===== src/rtl/mem_arbiter_pkg.sv =====
// mem_arbiter_pkg: shared state/owner encodings, default burst length and line-base helper
package mem_arbiter_pkg;
  typedef enum logic [1:0] {
    ARB_IDLE   = 2'd0,
    ARB_BUSY_I = 2'd1,
    ARB_BUSY_D = 2'd2,
    ARB_DONE   = 2'd3
  } arb_state_t;

  typedef enum logic {
    OWNER_I = 1'b0,
    OWNER_D = 1'b1
  } owner_t;

  localparam int DEF_BURST_LEN = 4;

  function automatic logic [63:0] line_base(input logic [63:0] addr, input int line_bytes);
    return addr & ~(64'(line_bytes) - 64'd1);
  endfunction
endpackage


===== src/rtl/rr_arb2.sv =====
// rr_arb2: combinational 2-way round-robin pick between I and D
//   i_req, d_req : requests
//   last_owner   : requester granted most recently (held by the caller)
//   grant        : some request is present
//   owner        : winning requester
module rr_arb2
  import mem_arbiter_pkg::*;
(
  input  logic   i_req,
  input  logic   d_req,
  input  owner_t last_owner,
  output logic   grant,
  output owner_t owner
);
  assign grant = i_req | d_req;
  // On a tie the requester that was not served last wins.
  assign owner = (i_req && d_req) ? ((last_owner == OWNER_I) ? OWNER_D : OWNER_I)
                                  : (d_req ? OWNER_D : OWNER_I);
endmodule


===== src/rtl/mem_arbiter.sv =====
// mem_arbiter: shares one memory port between I-cache refills and D-cache refills/write-backs
//   clk_i, rst_n_i          : clock, async active-low reset
//   i_req_i/i_addr_i        : I line-read request; i_rvalid_o/i_rdata_o/i_done_o/i_busy_o back
//   d_req_i/d_we_i/d_addr_i : D request; d_wdata_i supplies beat d_beat_o; d_rvalid_o/d_rdata_o/d_done_o/d_busy_o back
//   mem_*                   : one beat per cycle; a beat completes when mem_req_o && mem_ready_i
module mem_arbiter
  import mem_arbiter_pkg::*;
#(
  parameter int DATA_W    = 64,
  parameter int BURST_LEN = DEF_BURST_LEN,
  localparam int BEAT_W   = $clog2(BURST_LEN)
) (
  input  logic              clk_i,
  input  logic              rst_n_i,
  input  logic              i_req_i,
  input  logic [63:0]       i_addr_i,
  output logic              i_rvalid_o,
  output logic [DATA_W-1:0] i_rdata_o,
  output logic              i_done_o,
  output logic              i_busy_o,
  input  logic              d_req_i,
  input  logic              d_we_i,
  input  logic [63:0]       d_addr_i,
  input  logic [DATA_W-1:0] d_wdata_i,
  output logic [BEAT_W-1:0] d_beat_o,
  output logic              d_rvalid_o,
  output logic [DATA_W-1:0] d_rdata_o,
  output logic              d_done_o,
  output logic              d_busy_o,
  output logic              mem_req_o,
  output logic              mem_we_o,
  output logic [63:0]       mem_addr_o,
  output logic [DATA_W-1:0] mem_wdata_o,
  input  logic              mem_ready_i,
  input  logic [DATA_W-1:0] mem_rdata_i
);
  localparam int WORD_B = DATA_W / 8;
  localparam int OFF_W  = $clog2(WORD_B);

  arb_state_t        state, state_nxt;
  owner_t            owner, last_owner, pick;
  logic              grant, we, busy, beat_ok, last_beat, win;
  logic [63:0]       base;
  logic [BEAT_W-1:0] cnt;

  rr_arb2 u_rr (
    .i_req      (i_req_i),
    .d_req      (d_req_i),
    .last_owner (last_owner),
    .grant      (grant),
    .owner      (pick)
  );

  assign busy      = (state == ARB_BUSY_I) || (state == ARB_BUSY_D);
  assign beat_ok   = busy && mem_ready_i;
  assign last_beat = cnt == BEAT_W'(BURST_LEN - 1);
  assign win       = (state == ARB_IDLE) && grant;
  assign d_beat_o  = cnt;
  assign i_busy_o  = i_req_i | (owner == OWNER_I && state != ARB_IDLE);
  assign d_busy_o  = d_req_i | (owner == OWNER_D && state != ARB_IDLE);

  always_ff @(posedge clk_i or negedge rst_n_i)
    if (!rst_n_i) state <= ARB_IDLE;
    else          state <= state_nxt;

  always_comb begin
    state_nxt = state;
    if (win) state_nxt = (pick == OWNER_D) ? ARB_BUSY_D : ARB_BUSY_I;
    if (beat_ok && last_beat) state_nxt = ARB_DONE;
    if (state == ARB_DONE) state_nxt = ARB_IDLE;
    mem_req_o   = busy;
    mem_we_o    = busy && we;
    // base is line-aligned, so the beat offset never carries out of the line.
    mem_addr_o  = busy ? base + (64'(cnt) << OFF_W) : '0;
    mem_wdata_o = (busy && we) ? d_wdata_i : '0;
    i_done_o    = (state == ARB_DONE) && (owner == OWNER_I);
    d_done_o    = (state == ARB_DONE) && (owner == OWNER_D);
  end

  always_ff @(posedge clk_i or negedge rst_n_i)
    if (!rst_n_i) begin
      owner      <= OWNER_I;
      last_owner <= OWNER_I;
      we         <= 1'b0;
      base       <= '0;
      cnt        <= '0;
      i_rvalid_o <= 1'b0;
      d_rvalid_o <= 1'b0;
      i_rdata_o  <= '0;
      d_rdata_o  <= '0;
    end else begin
      i_rvalid_o <= beat_ok && !we && owner == OWNER_I;
      d_rvalid_o <= beat_ok && !we && owner == OWNER_D;
      if (beat_ok && !we && owner == OWNER_I) i_rdata_o <= mem_rdata_i;
      if (beat_ok && !we && owner == OWNER_D) d_rdata_o <= mem_rdata_i;
      if (win) begin
        owner <= pick;
        we    <= (pick == OWNER_D) && d_we_i;
        base  <= line_base((pick == OWNER_D) ? d_addr_i : i_addr_i, BURST_LEN * WORD_B);
        cnt   <= '0;
      end
      // Counter wraps to 0 on the last beat, so it reads 0 in DONE and IDLE.
      if (beat_ok) cnt <= cnt + BEAT_W'(1);
      if (beat_ok && last_beat) last_owner <= owner;
    end
endmodule


===== config.mk =====
export PLATFORM = sky130hd
export DESIGN_NAME = mem_arbiter
export DESIGN_NICKNAME = d
export VERILOG_FILES = /design/src/rtl/mem_arbiter_pkg.sv /design/src/rtl/rr_arb2.sv /design/src/rtl/mem_arbiter.sv
export SDC_FILE = /design/constraint.sdc
export NUM_CORES = 1
export LEC_CHECK = 0
export ABC_AREA = 1
export BUFFER_PORTS_ARGS = -buffer_cell sky130_fd_sc_hd__buf_2
export CAP_MARGIN = 40
export CORE_AREA = 2 2 207 209
export DETAILED_ROUTE_END_ITERATION = 16
export DIE_AREA = 0 0 209 211
export MAX_ROUTING_LAYER = met4
export PLACE_DENSITY_LB_ADDON = 0.2
export SYNTH_ARGS = -nofsm -noshare
export SYNTH_HDL_FRONTEND = slang
export SYNTH_HIERARCHICAL = 1
export SYNTH_SLANG_ARGS = --single-unit
export TNS_END_PERCENT = 10

===== constraint.sdc =====
create_clock -name clk_i -period 1.9 [get_ports clk_i]
set_input_delay 0.57 -clock clk_i [delete_from_list [all_inputs] [get_ports clk_i]]
set_output_delay 0.57 -clock clk_i [all_outputs]
set_load 0.02 [all_outputs]

==> out/results.txt, run 1 <==
Core Rows: 75
clock sinks: 196
htree depth: 4
number of remaining DRC errors: 0
Buffers on Ports: 514
largest net degree at the start of global routing: 66
Worst Tran Pin Value: 0.699 ns
clock skew: 0.0103 ns
antenna violations before repair: 2
Fin. Hold Viols: 0
EDFF count, synth: 0
TNS Setup: -51.35 ns
max incr delay on CP: 0.37 ns
Slew Viols, Final: 0
register area share after synthesis: 53.5%
core footprint: 41800 sq um
TritonCTS buffer count: 17
DR pass1 iterations: 4
final WL: 35.4 mm
CP startpoint kind: flip-flop
status: finished with violations
fraction of layout cells with a size suffix above 1: 40.3%
Slew HR: 53.4%
HPWL after detailed placement: 25.9 mm
Routed Antenna Nets: 0
Hold Buf Count CTS: 0
Iteration-0 DRC Markers: 541
Yosys warnings: 6
ys async rst share: 100%
Ports: 528
Syn Area/Cell: 7.66 sq um
Pleak: 8.29 nW
Max Fclk: 423 MHz
synth top area cells: dfrtp_1, nand2_1, nand3_1
final-report setup violation count: 131
Tot GR Track Use: 16.4%
Max-cap violations: 0
latest clock arrival within the worst-skew pair: 0.46 ns
Critical Path Sink Type: primary output
final worst slack: -0.463 ns
Max VDD drop: 0.803 mV
Post-DP Area: 12900 sq um
number of synthesized register bits: 196
Area Overhead vs Synth: 54.6%
slowest CP cell: dfrtp_1
routed vias: 9398
WP data required: 1.33 ns
Die Area: 44100 sq um
ys flop type: dfrtp_1
nets: 1968
gp weighted congestion: 0.797
final std cell area, no fill: 14200 sq um
Overall Power: 0.0252 W
Root Driver: clkbuf_16
unrepaired setup endpoints after global routing: true
Syn Inst Count: 1196
Vias per Instance: 4.16
failing checks: negative setup slack
Yosys cell types: 18
Tmin final: 2.36 ns
Die X: 209 microns
Power Density: 1780 nW/um^2
HP Class: in2async
vias in the first global route: 9421
Worst-path clk slew: 0.08 ns
Post-Place Worst Slack: -0.207 ns
critical path fanouts, max: 15
fillers: 4493
Tcrit/Tclk final: 124%
WL/cell: 15.7 microns
total grt overflow: 0
top-area cell type share of the netlist area: 53.5%
Synth area leader: dfrtp_1
most frequent cell after synthesis: nand2_1
Cell Chain, Critical Path: inv_2 -> ha_4 -> nand2_8 -> buf_12 -> nor2_4 -> buf_2
Worst Path Arrival: 1.79 ns
first-pass GRT wire length: 53.7 mm
post-layout util: 33.9%
die span in y: 211 microns
top post-synthesis cells by count: nand2_1, dfrtp_1, nand3_1
CTS max path bufs: 2
Setup CP Type: reg2out
Starting Density: 21.9%
TritonCTS clock tree: done
Mapped Area: 9160 sq um
## power breakdown
| part | internal, W | switching (W) | leakage (nW) |
|---|---|---|---|
| Sequential | 0.00610 | 0.00107 | 2.46 |
| Clock | 0.00195 | 0.00186 | 0.297 |
| Combinational | 0.00525 | 0.00897 | 5.53 |
| Total | 0.0133 | 0.0119 | 8.29 |
## worst paths after layout
| kind | from | endpoint | slack, ns | cells past startpoint |
|---|---|---|---|---|
| max | state[0] | mem_wdata_o[14] | -0.46 | 6 |
| min | rst_n_i | i_rdata_o[3] | 0.08 | 1 |
| max in group asynchronous | rst_n_i | base[45] | 1.25 | 2 |
| min reg2reg | i_rdata_o[55] | i_rdata_o[55] | 0.47 | 2 |
| max reg2reg | state[0] | d_rdata_o[0] | 0.02 | 9 |
| min in group clk_i | d_addr_i[27] | base[27] | 0.31 | 3 |
## stage by stage
| step | std cells | hold WS [ns] |
|---|---|---|
| after floorplan | 1198 | 0.274 |
| after global placement | 2218 | 0.449 |
| after detailed placement | 2219 | 0.453 |
| after CTS | 2255 | 0.0660 |
| after global routing | 2257 | 0.0784 |
| final | 2257 | 0.0791 |
## cells by family (layout without fill, tap and decap cells)
| logic type | Yosys count | count (layout) | synth area share (%) |
|---|---|---|---|
| flip-flops | 196 | 196 | 53.5 |
| AND/OR/NAND/NOR | 775 | 775 | 34.7 |
| other | 1 | 5 | 0.0409 |
| AO/OA/AOI/OAI | 7 | 7 | 0.437 |
| adder cells (fa/ha/maj) | 3 | 3 | 0.410 |
| buffers and inverters | 214 | 732 | 10.9 |
## cells in the final DEF (no fill, tap or decap), drive strengths merged, types with 2 or more instances in the layout
master | Yosys | layout
clkbuf | 17 | 21
o21bai | 2 | 2
clkinv | 0 | 3
conb | 1 | 3
nand2 | 511 | 511
a21oi | 3 | 3
inv | 135 | 143
dfrtp | 196 | 196
ha | 3 | 3
buf | 62 | 563
o21ai | 2 | 2
nand3 | 195 | 195
diode | 0 | 2
nor2 | 68 | 68
## metal layers
| layer | vias to the layer above | global-route usage [%] | part of all wire, % | routed length (microns) |
|---|---|---|---|---|
| met5 | - | - | 0 | 0 |
| met4 | 0 | 5.02 | 1.6 | 564 |
| met3 | 27 | 4.01 | 6.7 | 2360 |
| met2 | 367 | 25.7 | 48 | 17000 |
| met1 | 4374 | 21.0 | 44 | 15500 |
| li1 | 4630 | - | - | - |
## area by class of cell
class	count	area [sq um]	area share [%]
Timing Repair Buffer	565	3720	26.3
Multi-Input combinational cell	788	3740	26.4
Tap cell	539	674	4.76
Clock inverter	13	156	1.10
Sequential cell	196	4910	34.6
Antenna cell	2	5.00	0.0353
Clock buffer	19	453	3.20
Inverter	135	507	3.58
## critical path: cells and delay by family (launching register included)
| family | cells | cell delay [ns] |
|---|---|---|
| flip-flops | 1 | 0.37 |
| AND/OR/NAND/NOR | 2 | 0.21 |
| buffers and inverters | 3 | 0.42 |
| adder cells (fa/ha/maj) | 1 | 0.31 |
## state kept, by name (all words and copies together), names as in the netlist
signal      count
i_rdata_o      64
d_rvalid_o      1
we              1
d_beat_o        2
d_rdata_o      64
owner           1
state           2
i_rvalid_o      1
base           59
last_owner      1
## timing repair
action / in CTS / in global routing
pin swaps: 2 / 3
gates cloned: 1 / 0
endpoints found under the setup margin: 131 / 240
resized for setup: 175 / 25
setup buffers: 3 / 0
No activity file was read; power rests on OpenSTA's default activity.
==> run 2, diff against run 1 <==
--- a/config.mk
+++ b/config.mk
@@ -8,9 +8,9 @@
 export ABC_AREA = 1
 export BUFFER_PORTS_ARGS = -buffer_cell sky130_fd_sc_hd__buf_2
 export CAP_MARGIN = 40
-export CORE_AREA = 2 2 207 209
+export CORE_AREA = 2 2 205 207
 export DETAILED_ROUTE_END_ITERATION = 16
-export DIE_AREA = 0 0 209 211
+export DIE_AREA = 0 0 207 209
 export MAX_ROUTING_LAYER = met4
 export PLACE_DENSITY_LB_ADDON = 0.2
 export SYNTH_ARGS = -nofsm -noshare
==> run 2 against run 1 <==
The run still ends with negative setup slack left. Sequential share of layout area down 1.2 points. Clock skew up 0.0049 ns. Routed wire length up 0.35%. Via count up 0.98%. Utilization up 1.6 points. Combinational power up 9.9%. Global-route usage up 0.071 points. Clock power about the same. Worst setup slack better by 0.0044 ns. Fmax up 0.19%. Critical endpoint is now mem_wdata_o[12].
==> out/results.txt, run 2 (synthesis gave the netlist of run 1 again) <==
slowest CP cell: dfrtp_1
Die X: 207 microns (-0.96%)
Root Driver: clkbuf_16
Fin. Hold Viols: 0 (unchanged)
Slew HR: 59.4% (+6.0 points)
critical path fanouts, max: 16 (+1)
Routed Antenna Nets: 0 (unchanged)
TritonCTS clock tree: done
unrepaired setup endpoints after global routing: true
vias in the first global route: 9450 (+0.31%)
status: finished with violations
Buffers on Ports: 514 (unchanged)
Worst-path clk slew: 0.08 ns (about the same)
Ports: 528 (unchanged)
WL/cell: 15.6 microns (about the same)
latest clock arrival within the worst-skew pair: 0.46 ns (about the same)
max incr delay on CP: 0.36 ns (about the same)
Die Area: 43300 sq um (-1.9%)
WP data required: 1.33 ns (about the same)
most frequent cells in the layout: nand2_1, buf_2, dfrtp_1
core footprint: 41300 sq um (-1.1%)
Starting Density: 22.2% (+0.25 points)
Tcrit/Tclk final: 124% (-0.23 points)
Power Density: 1820 nW/um^2 (+2.1%)
htree depth: 4 (unchanged)
clock sinks: 196 (unchanged)
number of remaining DRC errors: 0 (unchanged)
Overall Power: 0.0266 W (+5.7%)
CP Buf/Inv Count: 3 (unchanged)
Area Overhead vs Synth: 60.1%
total grt overflow: 0 (unchanged)
FF-to-FF End: d_rdata_o[34]
Worst Path Arrival: 1.79 ns (about the same)
Max VDD drop: 0.882 mV (+9.9%)
CTS max path bufs: 2 (unchanged)
Slew Viols, Final: 0 (unchanged)
routed vias: 9490 (+0.98%)
CP startpoint kind: flip-flop
antenna violations before repair: 3 (+1)
Iteration-0 DRC Markers: 566 (+4.6%)
post-layout util: 35.5% (+1.6 points)
Max-cap violations: 0 (unchanged)
Pleak: 8.42 nW (+1.7%)
Setup CP Type: reg2out
final WL: 35.5 mm (+0.35%)
fillers: 4365 (-2.8%)
Critical Path Sink Type: primary output
failing checks: negative setup slack
first-pass GRT wire length: 54.2 mm (+0.81%)
final-report setup violation count: 241 (+84%)
Worst Tran Pin Value: 0.609 ns (-0.0902 ns)
Tot GR Track Use: 16.5% (+0.071 points)
Max Fclk: 424 MHz (+0.19%)
HPWL after detailed placement: 25.4 mm (-2.1%)
gp weighted congestion: 0.827 (+3.7%)
final worst slack: -0.459 ns (+0.00439 ns)
Tmin final: 2.36 ns (-0.00439 ns)
nets: 1977 (+0.46%)
Core Rows: 75 (unchanged)
commonest non-fill, non-tap cell in the layout: nand2_1
Largest regs: d_rdata_o (64), i_rdata_o (64), base (59)
Cell Chain, Critical Path: inv_2 -> ha_4 -> nand2_8 -> buf_12 -> nor2_2 -> buf_2
TritonCTS buffer count: 17 (unchanged)
RR Startpoint: state[0]
largest net degree at the start of global routing: 66 (unchanged)
Worst Reg2Reg Path Length in Cells: 11 (+2)
fraction of layout cells with a size suffix above 1: 43.2% (+2.9 points)
Hold Buf Count CTS: 0 (unchanged)
die span in y: 209 microns (-0.95%)
clock skew: 0.0152 ns (+0.00486 ns)
critical path's top delay family: buffers and inverters
HP Class: in2async
Reg2Reg Setup Slack: -0.10 ns (-0.12 ns)
DR pass1 iterations: 5 (+1)
Vias per Instance: 4.19 (+0.53%)
## run 2: worst register-to-register path: stages (launching register included)
cell and delay, ns:
dfrtp_1 0.36, inv_2 0.05, ha_4 0.33, buf_12 0.15
buf_6 0.09, buf_6 0.09, nand2_4 0.06, nor2_4 0.19
buf_12 0.26, buf_12 0.20, nand3_1 0.08, nand2_1 0.09
## run 2: layout make-up
type                    instances  area [sq um]  area share [%]
flip-flops and latches        196          4910            33.5
repair buffers                574          4090            27.9
multi-input cells             788          3860            26.4
well taps                     539           674            4.60
inverters                     135           507            3.46
clock buffers                  20           457            3.11
clock inverters                12           158            1.08
diodes                          3          7.51          0.0512
## run 2: worst max-delay path by stage
stage	startpoint	end	slack, ns	cells past startpoint
floorplan	state[0]	mem_wdata_o[14]	-0.02	7
global placement	state[0]	mem_addr_o[28]	-0.04	6
detailed placement	state[0]	mem_addr_o[28]	-0.05	6
CTS	state[0]	mem_wdata_o[5]	-0.54	6
global route	state[0]	mem_wdata_o[9]	-0.58	6
finish	state[0]	mem_wdata_o[12]	-0.46	6
## run 2: power breakdown
group / switching [W] / internal [W]
combinational: 0.00947 / 0.00610
sequential: 0.00114 / 0.00610
clock: 0.00177 / 0.00207
## run 2: through the flow
stage	hold WS, ns	instance area, sq um	instances	worst slack (ns)	setup TNS (ns)
3_3_place_gp	0.449	13000	2224	-0.0403	-0.685
5_1_grt	0.0292	14700	2267	-0.577	-85.73
6_report	0.0426	14700	2267	-0.459	-56.82
3_5_place_dp	0.453	13000	2224	-0.0509	-0.646
2_1_floorplan	0.274	9680	1198	-0.0242	-0.255
4_1_cts	0.0303	14500	2261	-0.537	-61.17
## run 2: timing repair
| item | 4_1_cts | 5_1_grt |
|---|---|---|
| resized for setup | 241 | 65 |
| setup endpoints to repair | 135 | 251 |
| gates cloned | 3 | 2 |
| pin swaps | 25 | 24 |
| buffers inserted | 2 | 1 |
## run 2: routing by layer
metal	vias up	track usage [%]	routed length, microns
li1	4655	-	-
met1	4436	21.8	16200
met2	355	25.0	16400
met3	44	3.71	2080
met4	0	5.20	850
met5	-	-	0
